[src/rtl/vram_arb_if.sv]
// vram_arb_if: single-port VRAM bus between the arbiter (master) and the memory (slave).
interface vram_arb_if;
  logic        sel;
  logic        wr_en;
  logic [15:0] addr;
  logic [15:0] wdata;
  logic [15:0] rdata;
  modport master (output sel, wr_en, addr, wdata, input rdata);
  modport slave  (input sel, wr_en, addr, wdata, output rdata);
endinterface

[src/rtl/vram_arb.sv]
// vram_arb: fixed-priority arbiter (video > host > fill engine) onto a 1-cycle-latency VRAM port.
module vram_arb #(
  parameter int FILL_CNT_W = 16
) (
  input  logic                  clk,
  input  logic                  rst_n,
  input  logic                  vid_sel_i,
  input  logic [15:0]           vid_addr_i,
  output logic                  vid_rd_valid_o,
  output logic [15:0]           vid_rd_data_o,
  input  logic                  host_req_i,
  input  logic                  host_wr_i,
  input  logic [15:0]           host_addr_i,
  input  logic [15:0]           host_wdata_i,
  output logic                  host_ack_o,
  output logic                  host_rd_valid_o,
  output logic [15:0]           host_rd_data_o,
  input  logic                  fill_start_i,
  input  logic                  fill_abort_i,
  input  logic [15:0]           fill_addr_i,
  input  logic [15:0]           fill_incr_i,
  input  logic [FILL_CNT_W-1:0] fill_count_i,
  input  logic [15:0]           fill_data_i,
  output logic                  fill_busy_o,
  output logic                  fill_done_o,
  vram_arb_if.master            vram
);
  typedef enum logic [1:0] {IDLE, RUN, DONE} state_t;
  state_t                state_q, state_d;
  logic [15:0]           ptr_q, ptr_d, vid_data_q, host_data_q;
  logic [FILL_CNT_W-1:0] rem_q, rem_d;
  logic                  zero_q, zero_d, vid_tag_q, host_tag_q, host_g, fill_g;
  assign host_g = host_req_i & ~vid_sel_i;
  assign fill_g = ~vid_sel_i & ~host_req_i & (state_q == RUN);
  // rst_n gates only the bus strobes so the flops never see it as a data input
  always_comb begin
    vram.sel   = rst_n & (vid_sel_i | host_req_i | fill_g);
    vram.wr_en = rst_n & ((host_g & host_wr_i) | fill_g);
    vram.addr  = vid_sel_i ? vid_addr_i : host_g ? host_addr_i : fill_g ? ptr_q : 16'h0;
    vram.wdata = host_g ? host_wdata_i : fill_g ? fill_data_i : 16'h0;
    host_ack_o = rst_n & host_g;
  end
  assign vid_rd_valid_o  = vid_tag_q;
  assign host_rd_valid_o = host_tag_q;
  assign vid_rd_data_o   = vid_tag_q ? vram.rdata : vid_data_q;
  assign host_rd_data_o  = host_tag_q ? vram.rdata : host_data_q;
  assign fill_busy_o     = state_q != IDLE;
  assign fill_done_o     = (state_q == DONE) | zero_q;
  always_ff @(posedge clk or negedge rst_n) begin
    if (!rst_n) begin
      state_q     <= IDLE;
      ptr_q       <= '0;
      rem_q       <= '0;
      zero_q      <= 1'b0;
      vid_tag_q   <= 1'b0;
      host_tag_q  <= 1'b0;
      vid_data_q  <= '0;
      host_data_q <= '0;
    end else begin
      state_q     <= state_d;
      ptr_q       <= ptr_d;
      rem_q       <= rem_d;
      zero_q      <= zero_d;
      vid_tag_q   <= vid_sel_i;
      host_tag_q  <= host_g & ~host_wr_i;
      vid_data_q  <= vid_rd_data_o;
      host_data_q <= host_rd_data_o;
    end
  end
  always_comb begin
    state_d = state_q;
    ptr_d   = ptr_q;
    rem_d   = rem_q;
    zero_d  = 1'b0;
    case (state_q)
      IDLE: if (fill_start_i) begin
        zero_d  = fill_count_i == '0;
        ptr_d   = fill_addr_i;
        rem_d   = fill_count_i;
        state_d = (fill_count_i == '0) ? IDLE : RUN;
      end
      RUN: begin
        if (fill_g) begin
          ptr_d = ptr_q + fill_incr_i;
          rem_d = rem_q - 1'b1;
        end
        if ((fill_g && rem_q == FILL_CNT_W'(1)) || fill_abort_i) state_d = DONE;
      end
      default: state_d = IDLE;
    endcase
  end
endmodule

[src/flat_wrapper.sv]
// flat-port wrapper written by rule: the top's interface ports become plain ports
module vram_arb_flat 
#(
  parameter int FILL_CNT_W = 16
)
  (clk, rst_n, vid_sel_i, vid_addr_i, vid_rd_valid_o, vid_rd_data_o, host_req_i, host_wr_i, host_addr_i, host_wdata_i, host_ack_o, host_rd_valid_o, host_rd_data_o, fill_start_i, fill_abort_i, fill_addr_i, fill_incr_i, fill_count_i, fill_data_i, fill_busy_o, fill_done_o, vram_sel, vram_wr_en, vram_addr, vram_wdata, vram_rdata);
  vram_arb_if vram_i ();
  input  logic clk;
  input  logic rst_n;
  input  logic vid_sel_i;
  input  logic [15:0] vid_addr_i;
  output logic vid_rd_valid_o;
  output logic [15:0] vid_rd_data_o;
  input  logic host_req_i;
  input  logic host_wr_i;
  input  logic [15:0] host_addr_i;
  input  logic [15:0] host_wdata_i;
  output logic host_ack_o;
  output logic host_rd_valid_o;
  output logic [15:0] host_rd_data_o;
  input  logic fill_start_i;
  input  logic fill_abort_i;
  input  logic [15:0] fill_addr_i;
  input  logic [15:0] fill_incr_i;
  input  logic [FILL_CNT_W-1:0] fill_count_i;
  input  logic [15:0] fill_data_i;
  output logic fill_busy_o;
  output logic fill_done_o;
  output wire logic [$bits(vram_i.sel)-1:0] vram_sel;
  output wire logic [$bits(vram_i.wr_en)-1:0] vram_wr_en;
  output wire logic [$bits(vram_i.addr)-1:0] vram_addr;
  output wire logic [$bits(vram_i.wdata)-1:0] vram_wdata;
  input wire logic [$bits(vram_i.rdata)-1:0] vram_rdata;
  assign vram_sel = vram_i.sel;
  assign vram_wr_en = vram_i.wr_en;
  assign vram_addr = vram_i.addr;
  assign vram_wdata = vram_i.wdata;
  assign vram_i.rdata = vram_rdata;
  vram_arb #(.FILL_CNT_W(FILL_CNT_W)) u_core (.clk(clk), .rst_n(rst_n), .vid_sel_i(vid_sel_i), .vid_addr_i(vid_addr_i), .vid_rd_valid_o(vid_rd_valid_o), .vid_rd_data_o(vid_rd_data_o), .host_req_i(host_req_i), .host_wr_i(host_wr_i), .host_addr_i(host_addr_i), .host_wdata_i(host_wdata_i), .host_ack_o(host_ack_o), .host_rd_valid_o(host_rd_valid_o), .host_rd_data_o(host_rd_data_o), .fill_start_i(fill_start_i), .fill_abort_i(fill_abort_i), .fill_addr_i(fill_addr_i), .fill_incr_i(fill_incr_i), .fill_count_i(fill_count_i), .fill_data_i(fill_data_i), .fill_busy_o(fill_busy_o), .fill_done_o(fill_done_o), .vram(vram_i));
endmodule
[config.mk]
export PLATFORM = sky130hd
export DESIGN_NAME = vram_arb_flat
export DESIGN_NICKNAME = d
export VERILOG_FILES = /design/src/rtl/vram_arb_if.sv /design/src/rtl/vram_arb.sv /design/src/flat_wrapper.sv
export SDC_FILE = /design/constraint.sdc
export NUM_CORES = 1
export LEC_CHECK = 0
export CELL_PAD_IN_SITES_DETAIL_PLACEMENT = 1
export CELL_PAD_IN_SITES_GLOBAL_PLACEMENT = 1
export CORE_ASPECT_RATIO = 1.75
export CORE_MARGIN = 1.5
export CORE_UTILIZATION = 32
export DETAILED_ROUTE_END_ITERATION = 16
export GPL_TIMING_DRIVEN = 0
export PLACE_DENSITY_LB_ADDON = 0.12
export SYNTH_ARGS = -nofsm -noshare
export SYNTH_HDL_FRONTEND = slang
export SYNTH_SLANG_ARGS = --single-unit
[constraint.sdc]
create_clock -name clk -period 3.62 [get_ports clk]
set_input_delay 0.724 -clock clk [delete_from_list [all_inputs] [get_ports clk]]
set_output_delay 0.724 -clock clk [all_outputs]
set_load 0.01 [all_outputs]
### Yosys cells after proc, flatten, opt, wreduce, memory -nomap -nowiden

Index checks and enable logic that the tools add are counted.

| word-level totals | value |
|---|---|
| logic and storage cells | 58 |
| output and inout port bits | 71 |
| flip-flop bits (word level) | 69 |
| bits of input ports | 135 |

| cells by class | value |
|---|---|
| bitwise logic cells | 15 |
| add/sub/neg operators | 2 |
| muxes and demuxes | 19 |
| reduce and logical (&&, ||, !) cells | 8 |
| equality and inequality tests | 6 |

Operators by type and width:

| cell | count |
|---|---|
| two-way mux 16 bit | 11 |
| case mux 16 bit (2 select lines) | 2 |
| adder 16 bit | 1 |
| == test 16 x 1 -> 1 bit, second input constant | 1 |
| zero test 16 bit | 1 |
| subtractor 16 x 1 -> 16 bit, second input constant | 1 |
| bitwise AND 1 bit | 8 |
| two-way mux 2 bit | 2 |
| inequality test 2 bit, second input constant | 2 |
| bitwise OR 1 bit | 4 |
| case mux 2 bit (2 select lines) | 1 |
| nonzero test 2 bit | 2 |
| two-way mux 1 bit | 3 |
| NOT 1 bit | 3 |
| AND reduction 3 bit | 1 |
| == test 2 x 1 -> 1 bit, second input constant | 1 |
| == test 2 bit, second input constant | 1 |
| zero test 2 bit | 1 |
| inequality test 2 x 1 -> 1 bit, second input constant | 1 |
| AND reduction 2 bit | 1 |
| logical AND 1 bit | 1 |
| logical OR 1 bit | 1 |

### Depth between registers and ports, before layout

Gate-level depths: netlist of the first run.

| logic depth | value |
|---|---|
| word-level depth | 7 |
| mapped depth | 8 |
| mapped depth without buffers | 8 |

### Least setup slack after synthesis of the first run

No wires, ideal clock.

| path | value |
|---|---|
| kind | input to register |
| from | input port fill_incr_i[0] |
| to | register u_core.ptr_q[8] |
| required time | 3,493 ps |
| data arrival time | 2,427 ps |
| path slack | 1,067 ps |
| library setup time | 127 ps |
| cell stages on the path | 8 |
| path buffers | 0 |
| cell sequence | ha_1 > fa_1 > a211oi_1 > o21ba_1 > o21ai_0 > a21oi_1 > mux2i_1 > nand3_1 |

| on the way | value |
|---|---|
| cells in the longest elaborated chain, start to end | 3 |

Ends and longest elaborated chain:

| element | line | source |
|---|---|---|
| from (decl) | flat_wrapper.sv:24 | `input logic [15:0] fill_incr_i;` |
| adder 16 bit | vram_arb.sv:84 | `ptr_d = ptr_q + fill_incr_i;` |
| two-way mux 16 bit | vram_arb.sv:83 | `if (fill_g) begin` |
| case mux 16 bit (2 select lines) | vram_arb.sv:75 | `case (state_q)` |
| to (signal assigned) | vram_arb.sv:61 | `ptr_q <= ptr_d;` |
| to (decl) | vram_arb.sv:30 | `logic [15:0] ptr_q, ptr_d, vid_data_q, host_data_q;` |

Every way passes these cells. The select of a mux whose other input is x is not followed.
A chain may end at the register's enable or synchronous reset.

### Final worst setup path of the first run

| path | value |
|---|---|
| from | input port vid_sel_i |
| to | output port vram_wdata[9] |

| on the way | value |
|---|---|
| cells in the longest elaborated chain, start to end | 5 |
| elaborated cells between the ends (all ways) | 6 |
| classes of those cells | 2 x mux; 4 x bitwise |

Ends and longest elaborated chain:

| element | line | source |
|---|---|---|
| from (decl) | flat_wrapper.sv:10 | `input logic vid_sel_i;` |
| NOT 1 bit (*) | vram_arb.sv:33, vram_arb.sv:34 |  |
| bitwise AND 1 bit (2 in series) | vram_arb.sv:34 | `assign fill_g = ~vid_sel_i & ~host_req_i & (state_q == RUN);` |
| two-way mux 16 bit | vram_arb.sv:40 | `vram.wdata = host_g ? host_wdata_i : fill_g ? fill_data_i : 16'h0;` |
| two-way mux 16 bit (*) | vram_arb.sv:40 |  |
| to (decl) | flat_wrapper.sv:32 | `output wire logic [$bits(vram_i.wdata)-1:0] vram_wdata;` |

Mark *: on every way between the ends. The rest lies on a longest branch, timed or not.

==> impl_metrics.prom, run 1 <==
# TYPE chip_impl_metric gauge
chip_impl_metric{name="arrival_time_of_the_worst_setup_path",unit="ps"} 2740
chip_impl_metric{name="post_cts.repair.setup_buffers",unit=""} 0
chip_impl_metric{name="minimum_period_implied_by_the_final_worst_setup_slack",unit="ps"} 3470
chip_impl_info{name="most-common-layout-cells",value="203 x sky130_fd_sc_hd__clkdlybuf4s50_1, 69 x sky130_fd_sc_hd__dfrtp_1, 64 x sky130_fd_sc_hd__nand2_1, 50 x sky130_fd_sc_hd__a21oi_1, 46 x sky130_fd_sc_hd__nor2_1"} 1
chip_impl_info{name="tritoncts",value="done"} 1
chip_impl_metric{name="clock_tree.buffer_depth",unit=""} 2
chip_impl_metric{name="clock-sinks",unit=""} 69
chip_impl_metric{name="final_net_count",unit=""} 876
chip_impl_metric{name="syn_area_per_cell",unit="µm²"} 8.73
chip_impl_info{name="cp_slowest_cell",value="sky130_fd_sc_hd__clkdlybuf4s50_1"} 1
chip_impl_metric{name="synth-xor-area-share",unit="%"} 1.58
chip_impl_metric{name="synth-edff-count",unit=""} 0
chip_impl_metric{name="post-route-drc-count",unit=""} 0
chip_impl_metric{name="layout-drive-gt1-share",unit="%"} 10.6
chip_impl_metric{name="max-vdd-ir-drop",unit="V"} 0.000303
chip_impl_metric{name="grt_remaining_overflow",unit=""} 0
chip_impl_metric{name="std_cell_rows",unit=""} 56
chip_impl_metric{name="initial_utilization",unit="%"} 33.0
chip_impl_metric{name="clk_pin_slew",unit="ps"} 60
chip_impl_info{name="synth_ff_type",value="sky130_fd_sc_hd__dfrtp_1"} 1
chip_impl_metric{name="final_cells",unit=""} 902
chip_impl_metric{name="final_antenna_net_count",unit=""} 0
chip_impl_metric{name="slew_viol_final",unit=""} 0
chip_impl_metric{name="core_region_area",unit="µm²"} 13500
chip_impl_info{name="min-delay-path-class",value="in2async"} 1
chip_impl_metric{name="timing.critical_path.slowest_cell_delay",unit="ps"} 570
chip_impl_metric{name="min_period_over_period",unit="%"} 95.8
chip_impl_info{name="path_class",value="in2out"} 1
chip_impl_metric{name="die_height",unit="µm"} 159
chip_impl_metric{name="grtUsageTotal",unit="%"} 26.2
chip_impl_metric{name="syn_to_final_growth",unit="%"} 58.8
chip_impl_info{name="worst_setup_path_end_kind",value="primary output"} 1
chip_impl_metric{name="syn-num-nets",unit=""} 662
chip_impl_metric{name="cp.required",unit="ps"} 2900
chip_impl_metric{name="power_density_of_the_placed_cells",unit="nW/µm²"} 640
chip_impl_metric{name="total_standard_cell_area_after_synthesis",unit="µm²"} 4440
chip_impl_metric{name="htree_levels",unit=""} 3
chip_impl_metric{name="hold_buffers",unit=""} 0
chip_impl_metric{name="vias_in_the_first_global_route",unit=""} 5413
chip_impl_info{name="cp_cell_sequence",value="clkdlybuf4s50_1 -> clkbuf_1 -> nor3_4 -> buf_4 -> a22o_1 -> clkdlybuf4s50_1"} 1
chip_impl_metric{name="ios",unit=""} 206
chip_impl_metric{name="num-fill-cells",unit=""} 1587
chip_impl_metric{name="synth_async_sr_flop_share",unit="%"} 100
chip_impl_metric{name="worst-path-max-fanout",unit=""} 19
chip_impl_metric{name="grt_max_degree",unit=""} 40
chip_impl_metric{name="clk_latency",unit="ps"} 340
chip_impl_metric{name="first_iter_violations",unit=""} 150
chip_impl_metric{name="hpwlAfterDp",unit="µm"} 15300
chip_impl_metric{name="number_of_buffers_created_by_cts",unit=""} 9
chip_impl_metric{name="proportion_of_synthesized_area_in_mux_cells",unit="%"} 8.56
chip_impl_metric{name="worst_path_bufs_invs",unit=""} 4
chip_impl_metric{name="timing.setup.tns",unit="ps"} 0
chip_impl_metric{name="total_number_of_vias",unit=""} 4883
chip_impl_metric{name="placedCellCount",unit=""} 888
chip_impl_metric{name="critical_path_depth",unit=""} 6
chip_impl_info{name="grt_setup_unrepaired",value="false"} 1
chip_impl_metric{name="timing_worst_slew_pin_value",unit="ps"} 684
chip_impl_metric{name="multi_input_comb_area",unit="µm²"} 2560
chip_impl_metric{name="setup-violations-final",unit=""} 0
chip_impl_metric{name="synthAdderAreaFrac",unit="%"} 5.24
chip_impl_metric{name="synth_cells",unit=""} 509
chip_impl_metric{name="final_hold_vios",unit=""} 0
chip_impl_metric{name="seq_area_frac_synth",unit="%"} 38.9
chip_impl_metric{name="fmax",unit="MHz"} 288
chip_impl_metric{name="fp.dieW",unit="µm"} 92.1
chip_impl_metric{name="detailedRoute.firstPassIterationCount",unit=""} 4
chip_impl_info{name="layout_commonest_cell",value="sky130_fd_sc_hd__clkdlybuf4s50_1"} 1
chip_impl_metric{name="layout.area.seq",unit="µm²"} 1730
chip_impl_info{name="startpoint_type",value="primary input"} 1
chip_impl_metric{name="routed_wirelength",unit="µm"} 19000
chip_impl_metric{name="port-buffer-count",unit=""} 204
chip_impl_metric{name="antenna_violations_before_repair",unit=""} 0
chip_impl_info{name="run_status",value="completed"} 1
chip_impl_metric{name="ys_seq_elements",unit=""} 69
chip_impl_metric{name="finalClockSkew",unit="ps"} 6.06
chip_impl_metric{name="via_count_normalized_by_instance_count",unit=""} 5.41
chip_impl_info{name="cts.root.buffer_cell",value="sky130_fd_sc_hd__clkbuf_16"} 1
chip_impl_metric{name="timing.reg2reg.worst_path_depth",unit=""} 8
chip_impl_metric{name="wire_length_of_the_first_global_routing_pass",unit="µm"} 29400
chip_impl_metric{name="synth-warning-count",unit=""} 0
chip_impl_metric{name="number_of_antenna_diodes",unit=""} 0
chip_impl_info{name="crit_top_cell",value="sky130_fd_sc_hd__clkdlybuf4s50_1"} 1
chip_impl_metric{name="synth-compound-area-share",unit="%"} 24.3
chip_impl_metric{name="gpl.final_weighted_congestion",unit=""} 0.881
chip_impl_info{name="critical_path.top_delay_family",value="buffers and inverters"} 1
chip_impl_metric{name="slew_headroom",unit="%"} 54.4
chip_impl_metric{name="netlist-cell-type-count",unit=""} 59
chip_impl_metric{name="die-area",unit="µm²"} 14600
chip_impl_metric{name="area_share_of_and_or_nand_nor_cells_after_synthesis",unit="%"} 17.9
chip_impl_metric{name="drt-wirelength-per-cell",unit="µm"} 21.0
chip_impl_info{name="main_combinational_cell_family_by_area_after_synthesis",value="compound AO/OA/AOI/OAI gates"} 1
chip_impl_metric{name="maxCapViolCount",unit=""} 0
chip_impl_metric{name="total_leakage_power",unit="nW"} 2.83
path summary, 6_finish.rpt:
kind / start / to / slack (ps)
max: vid_sel_i / vram_wdata[9] / 150
min: rst_n / u_core.vid_data_q[12] / 340
max reg2reg: u_core.ptr_q[0] / u_core.ptr_q[14] / 1030
min reg2reg: u_core.host_data_q[7] / u_core.host_data_q[7] / 500
max in group asynchronous: rst_n / u_core.ptr_q[8] / 2690
min in group clk: u_core.host_data_q[7] / u_core.host_data_q[7] / 500
metrics by stage:
step	setup slack [ps]	power, mW	instance area [µm²]	util, %	hold slack [ps]
after detailed placement	-369	3.54	6720	49.9	488
after CTS	19.4	4.54	7050	52.4	350
after global routing	12.2	4.82	7060	52.4	367
after floorplan	1070	2.59	4440	-	428
final	153	4.52	7060	52.4	338
after global placement	-1740	3.42	6700	49.8	478
synth_stat cells, drive strengths merged, types with 10 or more instances:
cell,instances,share of area (%)
clkbuf,20,1.7
o21ai,55,6.3
nand2,65,5.5
a211oi,10,1.9
buf,12,1.3
mux2,32,8.1
ha,17,4.8
a21oi,50,5.6
nor2,48,4.2
dfrtp,69,39
a22o,16,3.2
nor3,15,2.0
registers in the layout, indices dropped and copies added (netlist names):
name,flops
u_core.host_data_q,16
u_core.ptr_q,16
u_core.rem_q,16
u_core.vid_data_q,16
u_core.state_q,2
u_core.host_rd_valid_o,1
u_core.vid_rd_valid_o,1
u_core.zero_q,1
routing by layer:
metal / GRT usage [%] / share of wire, %
met3: 4.31 / 4.7
met5: 0 / 0
met4: 12.2 / 4.2
met2: 51.2 / 56
met1: 25.9 / 35
cell type report:
cell class / count / area share (%)
multi-input cells: 401 / 36.3
repair buffers: 205 / 29.2
flip-flops and latches: 69 / 24.5
clock buffers: 11 / 3.44
well taps: 174 / 3.09
plain buffers: 30 / 1.95
clock inverters: 5 / 1.19
inverters: 7 / 0.372
power breakdown:
group / switching [mW] / internal (mW) / leakage (nW) / total (mW)
clock network: 0.345 / 0.623 / 0.152 / 0.968
registers: 0.204 / 1.01 / 0.816 / 1.22
logic: 1.34 / 0.992 / 1.86 / 2.33
timing repair:
action | in CTS | in global routing
gates resized for setup | 4 | 9
endpoints found under the setup margin | 17 | 18
pin swaps | 1 | 0
worst register-to-register path, stage by stage, from the launching register on:
cell and delay [ps]:
sky130_fd_sc_hd__dfrtp_1 390, sky130_fd_sc_hd__ha_1 240, sky130_fd_sc_hd__fa_1 470, sky130_fd_sc_hd__a211oi_1 340, sky130_fd_sc_hd__o21ba_1 260, sky130_fd_sc_hd__o21ai_1 190
sky130_fd_sc_hd__o21ai_1 270, sky130_fd_sc_hd__xor2_1 100, sky130_fd_sc_hd__a211oi_1 240
logic make-up (layout without fill, tap and decap cells):
family	count (synthesis)	after routing
XOR/XNOR	8	8
adder cells (fa/ha/maj)	18	18
multiplexers	34	34
AO/OA/AOI/OAI	173	173
flip-flops	69	69
buffers and inverters	39	258
AND/OR/NAND/NOR	168	168
(Power assumes the default switching activity.)
==> run 2: changes to the inputs <==
Settings changed: CORE_MARGIN 1.5 to default.
==> run 2 against run 1 <==
Via count shrank 0.35%. Clock power grew 2.9%. Wire length shrank 1.5%. Maximum frequency shrank 0.76%. Die area shrank 1.7%. Largest cell class unchanged. Largest power group unchanged.
==> impl_metrics.prom, run 2 (synthesis gave the netlist of run 1 again) <==
# TYPE chip_impl_metric gauge
chip_impl_metric{name="via_count_normalized_by_instance_count",unit=""} 5.38
chip_impl_metric{name="power.net_switching",unit="mW"} 1.88
chip_impl_metric{name="placedCellCount",unit=""} 888
chip_impl_info{name="cp_slowest_cell",value="sky130_fd_sc_hd__clkdlybuf4s50_1"} 1
chip_impl_metric{name="first_iter_violations",unit=""} 126
chip_impl_info{name="startpoint_type",value="primary input"} 1
chip_impl_metric{name="timing_worst_slew_pin_value",unit="ps"} 749
chip_impl_info{name="critical_path.top_delay_family",value="buffers and inverters"} 1
chip_impl_info{name="cts.root.buffer_cell",value="sky130_fd_sc_hd__clkbuf_16"} 1
chip_impl_metric{name="cellInternalPower",unit="mW"} 2.65
chip_impl_metric{name="layout-drive-gt1-share",unit="%"} 11.1
chip_impl_metric{name="final_hold_vios",unit=""} 0
chip_impl_metric{name="std_cell_rows",unit=""} 56
chip_impl_metric{name="clk_latency",unit="ps"} 340
chip_impl_info{name="worst_setup_path_endpoint",value="vram_wdata[12]"} 1
chip_impl_info{name="tritoncts",value="done"} 1
chip_impl_metric{name="layout.core_utilization",unit="%"} 52.7
chip_impl_metric{name="fp.dieW",unit="µm"} 91.1
chip_impl_metric{name="max-vdd-ir-drop",unit="V"} 0.000314
chip_impl_metric{name="gpl.final_weighted_congestion",unit=""} 0.892
chip_impl_metric{name="p_comb_share",unit="%"} 51.0
chip_impl_info{name="path_class",value="in2out"} 1
chip_impl_metric{name="total_number_of_vias",unit=""} 4866
chip_impl_metric{name="clock-sinks",unit=""} 69
chip_impl_info{name="run_status",value="completed"} 1
chip_impl_metric{name="die_height",unit="µm"} 158
chip_impl_metric{name="maxCapViolCount",unit=""} 0
chip_impl_metric{name="drt-wirelength-per-cell",unit="µm"} 20.7
chip_impl_metric{name="clock_tree.buffer_depth",unit=""} 2
chip_impl_metric{name="power_density_of_the_placed_cells",unit="nW/µm²"} 639
chip_impl_metric{name="fmax",unit="MHz"} 286
chip_impl_metric{name="wire_length_of_the_first_global_routing_pass",unit="µm"} 29300
chip_impl_metric{name="hold_buffers",unit=""} 0
chip_impl_metric{name="post-route-drc-count",unit=""} 0
chip_impl_metric{name="min_period_over_period",unit="%"} 96.5
chip_impl_info{name="timing.rr.start",value="u_core.ptr_q[0]"} 1
chip_impl_metric{name="slew_headroom",unit="%"} 50.1
chip_impl_metric{name="slew_viol_final",unit=""} 0
chip_impl_info{name="min-delay-path-class",value="in2async"} 1
chip_impl_metric{name="netSwitchingFraction",unit="%"} 41.5
chip_impl_metric{name="timing.reg2reg.setup_slack",unit="ps"} 1100
chip_impl_info{name="crit_top_cell",value="sky130_fd_sc_hd__clkdlybuf4s50_1"} 1
chip_impl_metric{name="port-buffer-count",unit=""} 204
chip_impl_metric{name="core_region_area",unit="µm²"} 13500
chip_impl_info{name="worst_setup_path_end_kind",value="primary output"} 1
chip_impl_metric{name="grtUsageTotal",unit="%"} 26.7
chip_impl_metric{name="total_power",unit="mW"} 4.53
chip_impl_metric{name="final_cells",unit=""} 904
chip_impl_metric{name="part_of_the_total_power_dissipated_in_sequential_elements",unit="%"} 27.0
chip_impl_metric{name="hpwlAfterDp",unit="µm"} 15200
chip_impl_metric{name="detailedRoute.firstPassIterationCount",unit=""} 4
chip_impl_info{name="most-common-layout-cells",value="203 x sky130_fd_sc_hd__clkdlybuf4s50_1, 69 x sky130_fd_sc_hd__dfrtp_1, 64 x sky130_fd_sc_hd__nand2_1, 50 x sky130_fd_sc_hd__a21oi_1, 46 x sky130_fd_sc_hd__nor2_1"} 1
chip_impl_metric{name="number_of_buffers_created_by_cts",unit=""} 9
chip_impl_metric{name="number_of_antenna_diodes",unit=""} 0
chip_impl_metric{name="die-area",unit="µm²"} 14400
chip_impl_metric{name="routed_wirelength",unit="µm"} 18700
chip_impl_metric{name="clock_power_share",unit="%"} 22.0
chip_impl_metric{name="setup-violations-final",unit=""} 0
chip_impl_info{name="layout_commonest_cell",value="sky130_fd_sc_hd__clkdlybuf4s50_1"} 1
chip_impl_metric{name="initial_utilization",unit="%"} 33.0
chip_impl_metric{name="timing.critical_path.slowest_cell_delay",unit="ps"} 550
chip_impl_info{name="critical_path.startpoint",value="vid_sel_i"} 1
chip_impl_metric{name="timing.reg2reg.worst_path_depth",unit=""} 8
chip_impl_metric{name="arrival_time_of_the_worst_setup_path",unit="ps"} 2770
chip_impl_metric{name="vias_in_the_first_global_route",unit=""} 5363
chip_impl_metric{name="clk_pin_slew",unit="ps"} 60
chip_impl_info{name="cp_cell_sequence",value="clkdlybuf4s50_1 -> clkbuf_2 -> nor3_4 -> clkbuf_8 -> buf_2 -> a22o_1 -> clkdlybuf4s50_1"} 1
chip_impl_metric{name="minimum_period_implied_by_the_final_worst_setup_slack",unit="ps"} 3490
chip_impl_metric{name="syn_to_final_growth",unit="%"} 59.6
chip_impl_metric{name="cp.required",unit="ps"} 2900
chip_impl_metric{name="final_antenna_net_count",unit=""} 0
chip_impl_metric{name="critical_path_depth",unit=""} 7
chip_impl_metric{name="final_net_count",unit=""} 878
chip_impl_metric{name="timing.setup.tns",unit="ps"} 0
chip_impl_metric{name="antenna_violations_before_repair",unit=""} 0
chip_impl_metric{name="total_leakage_power",unit="nW"} 2.85
chip_impl_metric{name="grt_remaining_overflow",unit=""} 0
chip_impl_info{name="crit-reg2reg-capture",value="u_core.ptr_q[14]"} 1
chip_impl_metric{name="htree_levels",unit=""} 3
chip_impl_metric{name="worst-path-max-fanout",unit=""} 10
chip_impl_metric{name="ios",unit=""} 206
chip_impl_metric{name="grt_max_degree",unit=""} 49
chip_impl_metric{name="worst_path_bufs_invs",unit=""} 5
chip_impl_metric{name="finalClockSkew",unit="ps"} 6.76
[run 2: timing repair]
| action | CTS | global route |
|---|---|---|
| gates resized for setup | 7 | 5 |
| buffers inserted | 0 | 1 |
| pin swaps | 1 | 1 |
| setup endpoints to repair | 18 | 19 |
| gates cloned | 0 | 0 |
[run 2: layer usage]
metal  wire (µm)  global-route usage, %
met1        6900                   27.8
met2       10500                   52.7
met3         767                   4.32
met4         479                   10.1
met5           0                      0
[run 2: layout make-up]
class	instances	area [µm²]
Fill cell	1570	6360
Multi-Input combinational cell	401	2560
Timing Repair Buffer	206	2070
Sequential cell	69	1730
Clock buffer	11	253
Tap cell	174	218
Buffer	31	148
Clock inverter	5	82.6
Inverter	7	26.3
[run 2: how the worst min path moves through the flow]
stage / start / end / slack, ps / cells after the start
after floorplan: rst_n / u_core.host_data_q[0] / 430 / 0
after global placement: u_core.vid_data_q[3] / u_core.vid_data_q[3] / 480 / 1
after detailed placement: u_core.rem_q[14] / u_core.rem_q[14] / 480 / 2
after CTS: rst_n / u_core.host_data_q[13] / 300 / 1
after global routing: rst_n / u_core.host_data_q[13] / 310 / 1
final: rst_n / u_core.host_data_q[13] / 300 / 1
[run 2: metrics by stage]
stage	area [µm²]	hold slack, ps	setup slack (ps)
5_1_grt	7090	314	-6.18
4_1_cts	7080	304	41.3
3_5_place_dp	6730	479	-362
3_3_place_gp	6700	479	-1710
2_1_floorplan	4440	428	1070
6_report	7090	299	127
[run 2: power by group through the flow]
stage / clock, mW / combinational, mW / sequential (mW)
after floorplan: 0 / 1.43 / 1.16
after global routing: 1.04 / 2.54 / 1.25
final: 0.996 / 2.31 / 1.22
after global placement: 0 / 2.20 / 1.21
after CTS: 1.01 / 2.32 / 1.22
after detailed placement: 0 / 2.30 / 1.23
